==> config.mk <==
export PLATFORM = sky130hd
export DESIGN_NAME = layer_ram_responder
export DESIGN_NICKNAME = d
export VERILOG_FILES = /design/src/rtl/layer_ram_responder_pkg.sv /design/src/rtl/layer_ram_array.sv /design/src/rtl/layer_ram_responder.sv
export SDC_FILE = /design/constraint.sdc
export NUM_CORES = 1
export LEC_CHECK = 0
export BUFFER_PORTS_ARGS = -buffer_cell sky130_fd_sc_hd__buf_4
export CAP_MARGIN = 40
export CELL_PAD_IN_SITES_DETAIL_PLACEMENT = 1
export CELL_PAD_IN_SITES_GLOBAL_PLACEMENT = 2
export CORE_ASPECT_RATIO = 1.75
export CORE_UTILIZATION = 47
export DETAILED_ROUTE_END_ITERATION = 10
export PLACE_DENSITY = 0.88
export SLEW_MARGIN = 20
export SYNTH_ARGS = -nofsm -noshare
export SYNTH_HDL_FRONTEND = slang
export SYNTH_SLANG_ARGS = --single-unit
==> constraint.sdc <==
create_clock -name CLK -period 3.5 [get_ports CLK]
set_input_delay 0.35 -clock CLK [delete_from_list [all_inputs] [get_ports CLK]]
set_output_delay 0.35 -clock CLK [all_outputs]
set_load 0.01 [all_outputs]
==> src/rtl/layer_ram_responder_pkg.sv <==
// Shared types and limits for the layer RAM responder and its storage array.
package layer_ram_responder_pkg;

  localparam int MAX_DEPTH   = 4;
  localparam int MAX_NEURONS = 8;
  localparam int DATA_W      = 16;

  typedef logic [DATA_W-1:0] data;

  typedef enum logic [2:0] {
    IDLE     = 3'd0,
    WR_ACK   = 3'd1,
    RD_FETCH = 3'd2,
    RD_ACK   = 3'd3,
    CLEAR    = 3'd4
  } state_t;

  function automatic int addr_width(input int entries);
    return (entries > 1) ? $clog2(entries) : 1;
  endfunction

endpackage

==> src/rtl/layer_ram_array.sv <==
// Single-port storage for all layers: synchronous read, contents never reset.
module layer_ram_array #(
  parameter int DW      = 16,
  parameter int ENTRIES = 32,
  parameter int AW      = 5
) (
  input  logic          clk,
  input  logic          we,
  input  logic          re,
  input  logic [AW-1:0] addr,
  input  logic [DW-1:0] wdata,
  output logic [DW-1:0] rdata
);

  logic [DW-1:0] mem_r [ENTRIES];
  logic [DW-1:0] rdata_r;

  // One access per edge; the read word holds until the next read.
  always_ff @(posedge clk) begin
    if (we) begin
      mem_r[addr] <= wdata;
    end else if (re) begin
      rdata_r <= mem_r[addr];
    end
  end

  assign rdata = rdata_r;

endmodule

==> src/rtl/layer_ram_responder.sv <==
// Request/ack front end for the layer RAM: write, read and whole-array clear.
// Optional per-field bounds checking with err reporting: LAYER_RAM_BOUNDS_CHECK_EN.
module layer_ram_responder
  import layer_ram_responder_pkg::*;
#(
  parameter int DEPTH   = MAX_DEPTH,
  parameter int NEURONS = MAX_NEURONS,
  parameter int DW      = 16
) (
  input  logic          CLK,
  input  logic          RST_N,
  input  logic          req,
  input  logic          rw,
  input  logic [31:0]   layer_index,
  input  logic [31:0]   neuron_index,
  input  logic [DW-1:0] wdata,
  input  logic          clr,
  output logic          ready,
  output logic          ack,
  output logic [DW-1:0] rdata,
  output logic          err
);

  localparam int TOTAL = DEPTH * NEURONS;
  localparam int AW    = addr_width(TOTAL);
  localparam logic [AW-1:0] LAST_IDX = AW'(TOTAL - 1);

  state_t        state_r;
  logic          ready_r;
  logic          ack_r;
  logic          err_r;
  logic          rd_oor_r;
  logic [DW-1:0] rdata_r;
  logic [AW-1:0] clr_cnt_r;
  logic [AW-1:0] clr_cnt_inc_s;
  logic [31:0]   addr_full_s;
  logic          in_range_s;
  logic          accept_s;
  logic          mem_we_s;
  logic          mem_re_s;
  logic [AW-1:0] mem_addr_s;
  logic [DW-1:0] mem_wdata_s;
  logic [DW-1:0] mem_q_s;

  assign addr_full_s   = layer_index * 32'(NEURONS) + neuron_index;
  assign clr_cnt_inc_s = clr_cnt_r + AW'(1);
  assign accept_s      = (state_r == IDLE) && !clr && req;

`ifdef LAYER_RAM_BOUNDS_CHECK_EN
  localparam logic BOUNDS_EN = 1'b1;
  assign in_range_s = (layer_index < 32'(DEPTH)) && (neuron_index < 32'(NEURONS)) &&
                      (addr_full_s < 32'(TOTAL));
`else
  localparam logic BOUNDS_EN = 1'b0;
  // Without field checks only the flat address guards the array.
  assign in_range_s = (addr_full_s < 32'(TOTAL));
`endif

  // Array port steering: the clear sweep owns the port while in CLEAR.
  always_comb begin
    mem_we_s    = 1'b0;
    mem_re_s    = 1'b0;
    mem_addr_s  = addr_full_s[AW-1:0];
    mem_wdata_s = wdata;
    if (state_r == CLEAR) begin
      mem_we_s    = 1'b1;
      mem_addr_s  = clr_cnt_r;
      mem_wdata_s = {DW{1'b0}};
    end else if (accept_s) begin
      mem_we_s = rw && in_range_s;
      mem_re_s = !rw;
    end else begin
      mem_we_s = 1'b0;
      mem_re_s = 1'b0;
    end
  end

  // Control FSM: handshakes and the clear sweep, all outputs registered.
  always_ff @(posedge CLK or negedge RST_N) begin
    if (!RST_N) begin
      state_r   <= IDLE;
      ready_r   <= 1'b1;
      ack_r     <= 1'b0;
      err_r     <= 1'b0;
      rd_oor_r  <= 1'b0;
      rdata_r   <= {DW{1'b0}};
      clr_cnt_r <= {AW{1'b0}};
    end else begin
      ack_r <= 1'b0;
      err_r <= 1'b0;
      case (state_r)
        IDLE: begin
          if (clr) begin
            state_r   <= CLEAR;
            ready_r   <= 1'b0;
            clr_cnt_r <= {AW{1'b0}};
            ack_r     <= (LAST_IDX == {AW{1'b0}});
          end else if (req) begin
            ready_r <= 1'b0;
            if (rw) begin
              state_r <= WR_ACK;
              ack_r   <= 1'b1;
              err_r   <= BOUNDS_EN && !in_range_s;
            end else begin
              state_r  <= RD_FETCH;
              rd_oor_r <= !in_range_s;
            end
          end
        end
        WR_ACK: begin
          state_r <= IDLE;
          ready_r <= 1'b1;
        end
        RD_FETCH: begin
          state_r <= RD_ACK;
          ack_r   <= 1'b1;
          err_r   <= BOUNDS_EN && rd_oor_r;
          rdata_r <= rd_oor_r ? {DW{1'b0}} : mem_q_s;
        end
        RD_ACK: begin
          state_r <= IDLE;
          ready_r <= 1'b1;
        end
        CLEAR: begin
          // ack rides on the cycle that zeroes the final entry.
          if (clr_cnt_r == LAST_IDX) begin
            clr_cnt_r <= {AW{1'b0}};
            state_r   <= IDLE;
            ready_r   <= 1'b1;
          end else begin
            clr_cnt_r <= clr_cnt_inc_s;
            ack_r     <= (clr_cnt_inc_s == LAST_IDX);
          end
        end
        default: begin
          state_r <= IDLE;
          ready_r <= 1'b1;
        end
      endcase
    end
  end

  layer_ram_array #(
    .DW      (DW),
    .ENTRIES (TOTAL),
    .AW      (AW)
  ) u_array (
    .clk   (CLK),
    .we    (mem_we_s),
    .re    (mem_re_s),
    .addr  (mem_addr_s),
    .wdata (mem_wdata_s),
    .rdata (mem_q_s)
  );

  assign ready = ready_r;
  assign ack   = ack_r;
  assign err   = err_r;
  assign rdata = rdata_r;

endmodule

### Word-level counts from Yosys, hierarchy flattened

Memories as Yosys holds them, arrays and structs flattened. A register that Yosys moved wholly into a read port is not among the register bits.
Index checks and enable logic that the tools add are counted.

* register bits after elaboration: 27
* RAM bits: 512
* input port bits: 85
* output and inout bits: 19
* word-level logic and storage cells: 60
* memories kept: 1

Memory list
* u_array.mem_r: depth 32, width 16, rd ports 1, clocked after Yosys merged registers in 1, wr ports 1, RTL line layer_ram_array.sv:15 `logic [DW-1:0] mem_r [ENTRIES];`

* add/sub/neg operators: 2
* magnitude comparators: 1
* equality and inequality tests: 7
* mux-type cells: 26
* bitwise logic cells: 4
* reductions and logical operators: 13

Operator list (number)
* 32-bit adder: 1
* 32-bit by 6-bit less-than comparator with 1-bit output, second input constant: 1
* 16-bit two-way mux: 2
* 5-bit two-way mux: 3
* 1-bit two-way mux: 13
* 5-bit == test, second input constant: 2
* 5-bit case mux with 2 select lines: 1
* 3-bit two-way mux: 3
* 3-bit case mux with 3 select lines: 1
* 1-bit case mux with 3 select lines: 2
* 2-bit AND reduction: 3
* 5-bit by 1-bit adder with 5-bit output, second input constant: 1
* 1-bit NOT: 4
* 4-bit AND reduction: 1
* 3-bit by 2-bit == test with 1-bit output, second input constant: 1
* 3-bit == test, second input constant: 1
* 1-bit logical AND: 3
* 1-bit zero test: 3
* 3-bit zero test: 1
* 3-bit != test, second input constant: 1
* 3-bit AND reduction: 1
* 2-bit two-way mux: 1
* 2-bit by 1-bit != test with 1-bit output, second input constant: 1
* 2-bit != test, second input constant: 1
* 2-bit nonzero test: 1

### Depth between registers and ports, before layout

* depth after elaboration: 7
* mapped depth: 13
* depth with buffers taken out: 12

### Modules after synthesis

From an unflattened synthesis, not the netlist that was laid out.

* cells, all modules: 1515
* area, all modules: 23530.1 µm²

By module, submodules not included
* layer_ram_array: times used 1, cells an instance 1087, area an instance 20246.9 µm², seq. area each 15855.2 µm²
* layer_ram_responder: times used 1, cells an instance 428, area an instance 3283.1 µm², seq. area each 676.9 µm²

### Worst setup path after synthesis

OpenSTA, ideal clock, no wires.

* kind: input -> register
* start point: input layer_index[0]
* end point: memory u_array.mem_r[15][0] (enable)
* library setup time: 0.394 ns
* arrival time: 4.051 ns
* data required time: 3.106 ns
* setup slack: -0.945 ns
* stages on the path: 13
* buffers on the path: 1
* cells stage by stage: ha_1 -> inv_1 -> fa_1 -> and2b_1 -> o2111ai_1 -> a211oi_2 -> or3_1 -> clkbuf_1 -> a2111oi_0 -> or4_4 -> nor4_4 -> nand3_1 -> a21oi_1

* word-level cells in the longest chain between the ends: 7
* elaborated cells on any way between the ends: 8
* classes of those cells: add/sub: 1; order compare: 1; mux: 5; reduce/logical: 1

Ends and longest elaborated chain
* start, declared: RTL line layer_ram_responder.sv:14 `input logic [31:0] layer_index,`
* 32-bit adder *: RTL line layer_ram_responder.sv:45 `assign addr_full_s = layer_index * 32'(NEURONS) + neuron_index;`
* 32-bit by 6-bit less-than comparator with 1-bit output: RTL line layer_ram_responder.sv:56 `assign in_range_s = (addr_full_s < 32'(TOTAL));`
* 1-bit logical AND: RTL line layer_ram_responder.sv:70 `mem_we_s = rw && in_range_s;`
* 1-bit two-way mux: RTL line layer_ram_responder.sv:69 `end else if (accept_s) begin`
* 1-bit two-way mux: RTL line layer_ram_responder.sv:65 `if (state_r == CLEAR) begin`
* 1-bit two-way mux: RTL line layer_ram_array.sv:20 `if (we) begin`
* 1-bit two-way mux (implied by the code): RTL line layer_ram_array.sv:21 `mem_r[addr] <= wdata;`
* end, declared: RTL line layer_ram_array.sv:15

Every way passes the cells marked *; elsewhere a longest branch is shown, timed or not.

### Worst setup path in the final report

* start point: input layer_index[14]
* end point: memory u_array.mem_r[18][11] (enable)

* word-level cells in the longest chain between the ends: 7

Ends and longest elaborated chain (RTL line)
* 32-bit adder: layer_ram_responder.sv:45
* 32-bit by 6-bit less-than comparator with 1-bit output: layer_ram_responder.sv:56
* 1-bit logical AND: layer_ram_responder.sv:70
* 1-bit two-way mux: layer_ram_responder.sv:69
* 1-bit two-way mux: layer_ram_responder.sv:65
* 1-bit two-way mux: layer_ram_array.sv:20
* 1-bit two-way mux (implied by the code): layer_ram_array.sv:21

No other way between the ends.

==> results_dict.tcl <==
set metrics [dict create \
    postPlaceCellArea_um2 27800 \
    syn_area_per_cell_um2 17.6 \
    hold_ws_ns 0.212 \
    syn_nets 1444 \
    drive_gt1_share_pct 39.4 \
    vias 14900 \
    required_ns 3.77 \
    critPathCaptureType "flop" \
    grt_pass1_vias 16100 \
    netlist_instances 1327 \
    yosysWarnings 0 \
    irDropWorstVdd_mv 0.511 \
    core_area_um2 49000 \
    dp_cells 2281 \
    grt_max_degree 40 \
    arrival_ns 3.92 \
    p_sw_uw 7170 \
    ant_nets 0 \
    ys_seq_elements 555 \
    synthTopCellsByCount "edfxtp_1 (528), mux4_2 (128), a21oi_1 (69), nand2_1 (69), a22oi_1 (57)" \
    combPwrFrac_pct 35.3 \
    hold_violations 0 \
    power.static_leakage_uw 0.0101 \
    cp_cell_sequence "buf_6 -> ha_4 -> nand4_1 -> or4_4 -> a21oi_2 -> buf_6 -> or4bb_4 -> nand4bb_1 -> or4_4 -> nor4_4 -> buf_12 -> nand3_4 -> buf_12 -> a21oi_4 -> buf_12 -> buf_12" \
    max-cap-violations 0 \
    gr-total-overflow 0 \
    post-dp-hpwl_mm 54.5 \
    antenna_found_initial 2 \
    period_share_pct 104 \
    synth_edf_count 528 \
    synth_most_common_cell "edfxtp_1" \
    portBuffers 99 \
    tightest_slew_ns 0.790 \
    die_w_um 171 \
    period_needed_ns 3.64 \
    final_cell_area_um2 29800 \
    nNetsFinal 1808 \
    die_area_um2 50800 \
    syn_to_final_growth_pct 27.2 \
    firstDrtPassIters 5 \
    p_per_area_nw_per_um2 720 \
    clk_transition_reported_paths_ns 0.07 \
    grt_pass1_wl_mm 111 \
    p_clk_share_pct 25.2 \
    n_antenna_cell 0 \
    yosysTopAreaCell "edfxtp_1" \
    rows 107 \
    gp_congestion 0.984 \
    crit_type "in2reg" \
    status "finished, violations left" \
    clock_sinks 555 \
    start_util_pct 47.8 \
    synthFlopType "edfxtp_1" \
    synth_cell_type_count 80 \
    fmax_ghz 0.275 \
    die_y_um 297 \
    fin_cells 2383 \
    netSwitchingFraction_pct 33.4 \
    cp_top_family "simple AND/OR/NAND/NOR gates" \
    finalSetupViolations 344 \
    ios 104 \
    cp_slowest_stage_delay_ns 0.64 \
    cts_tree "built" \
    netlist.area_leader.share_pct 67.7 \
    clock-skew-final_ns 0.0200 \
    cp_slowest_cell "or4_4" \
    drv_slew 0 \
    vias_per_cell 6.26 \
    path_max_fanout 8 \
    ys_seq_area_share_pct 70.6 \
    setup_ws_ns -0.142 \
    synthTopCellsByArea "edfxtp_1 (68%), mux4_2 (12%), dfrtp_1 (2.8%)" \
    relSlewSlack_pct 47.2 \
    synth_async_sr_flop_share_pct 4.86 \
    numCtsBuffers 47 \
    clk_latency_ns 0.57 \
    p_int_uw 14300 \
    p_total_uw 21500 \
    synth_area_um2 23400 \
    path_buf_inv 6 \
    startpoint_type "input port" \
    drcViolationCount 0 \
    worst_path_most_repeated_cell "buf_12" \
    wire_per_inst_um 32.5 \
    totalWireLength_mm 77.5 \
    htreeDepth 2 \
    violations "setup timing" \
    track_usage_pct 31.4 \
    drt-initial-drc-count 1231 \
    sequentialPowerShare_pct 39.5 \
    cts_root_buf "clkbuf_16" \
    hp-class "in2reg" \
    cts_buffer_depth 3 \
    rsz0062_at_grt "true" \
]
-- cell families after synthesis --
family	after synthesis	share of synthesized area, %
flip-flops	555	70.6
other	1	0.0160
XOR/XNOR	10	0.374
multiplexers	143	13.0
adder cells (fa/ha/maj)	32	1.74
AO/OA/AOI/OAI	256	7.26
buffers and inverters	86	1.58
AND/OR/NAND/NOR	244	5.49
-- cells in the final DEF, fill, tap and decap left out, types with 26 or more instances in the layout --
| master | count |
|---|---|
| a21oi_1 | 32 |
| a21oi_4 | 34 |
| a22oi_1 | 56 |
| buf_12 | 44 |
| buf_4 | 324 |
| clkbuf_16 | 51 |
| dfrtp_1 | 26 |
| edfxtp_1 | 528 |
| mux4_2 | 128 |
| nand2_1 | 67 |
| nor2_1 | 37 |
| o21ai_0 | 42 |
-- worst register-to-register path: stages, from the launching register on --
cell     delay, ns
dfrtp_1       0.42
nor2_1        0.27
nand2_2       0.20
mux2i_4       0.23
buf_12        0.22
buf_12        0.25
mux4_2        0.59
a22oi_1       0.52
and3_1        0.27
o21ai_0       0.14
-- repair_timing --
item	4_1_cts	5_1_grt
pin swaps	0	18
setup endpoints to repair	512	514
cloned	1	2
resized for setup	22	20
buffers inserted	6	5
hold endpoints to repair	26	0
hold buffers	1	0
-- power groups by stage --
stage | clock network [µW] | logic (µW) | registers (µW)
after floorplan | 0 | 3910 | 8540
after global placement | 0 | 6980 | 8560
after detailed placement | 0 | 7330 | 8600
after CTS | 5470 | 7450 | 8460
after global routing | 5660 | 7810 | 8480
final | 5410 | 7580 | 8470
-- worst paths after layout --
check | slack [ns] | end | depth (start not counted) | from
max in group asynchronous | 2.87 | ready$_DFFE_PN1P_ | 2 | RST_N
hold reg to reg | 0.49 | rdata[11]$_DFFE_PN0P_ | 2 | rdata[11]$_DFFE_PN0P_
setup reg to reg | 0.10 | u_array.rdata[8]$_DFFE_PP_ | 9 | state_r[0]$_DFFE_PN0P_
setup / recovery | -0.14 | u_array.mem_r[18][11]$_DFFE_PP_ | 16 | layer_index[14]
hold / removal | 0.21 | state_r[1]$_DFFE_PN0P_ | 3 | rw
min in group asynchronous | 0.29 | rdata[8]$_DFFE_PN0P_ | 2 | RST_N
-- state kept, by name, indices dropped and copies added (netlist names) --
name           flops
ready              1
u_array.rdata     16
rd_oor_r           1
u_array.mem_r    512
clr_cnt_r          5
state_r            3
rdata             16
ack                1
-- through the flow --
stage	TNS [ns]	worst slack (ns)	util, %
final	-12.54	-0.142	60.8
after global placement	-321.28	-0.645	56.6
after detailed placement	-351.58	-0.730	56.7
after floorplan	-285.75	-0.596	-
after CTS	-1.06	-0.0707	60.4
after global routing	-58.56	-0.228	60.8
-- cell type report --
type,instances,area (µm²)
repair buffers,383,3540
clock inverters,33,350
well taps,654,818
clock buffers,54,1240
flip-flops and latches,555,16500
fillers,4424,19200
inverters,18,67.6
multi-input cells,686,7230
-- metal layers --
metal | GRT usage (%) | part of all wire, %
met4 | 24.7 | 9.3
met2 | 57.3 | 54
met1 | 31.1 | 31
met3 | 4.68 | 5.6
met5 | 0 | 0.037
No activity file was read; power rests on OpenSTA's default activity.
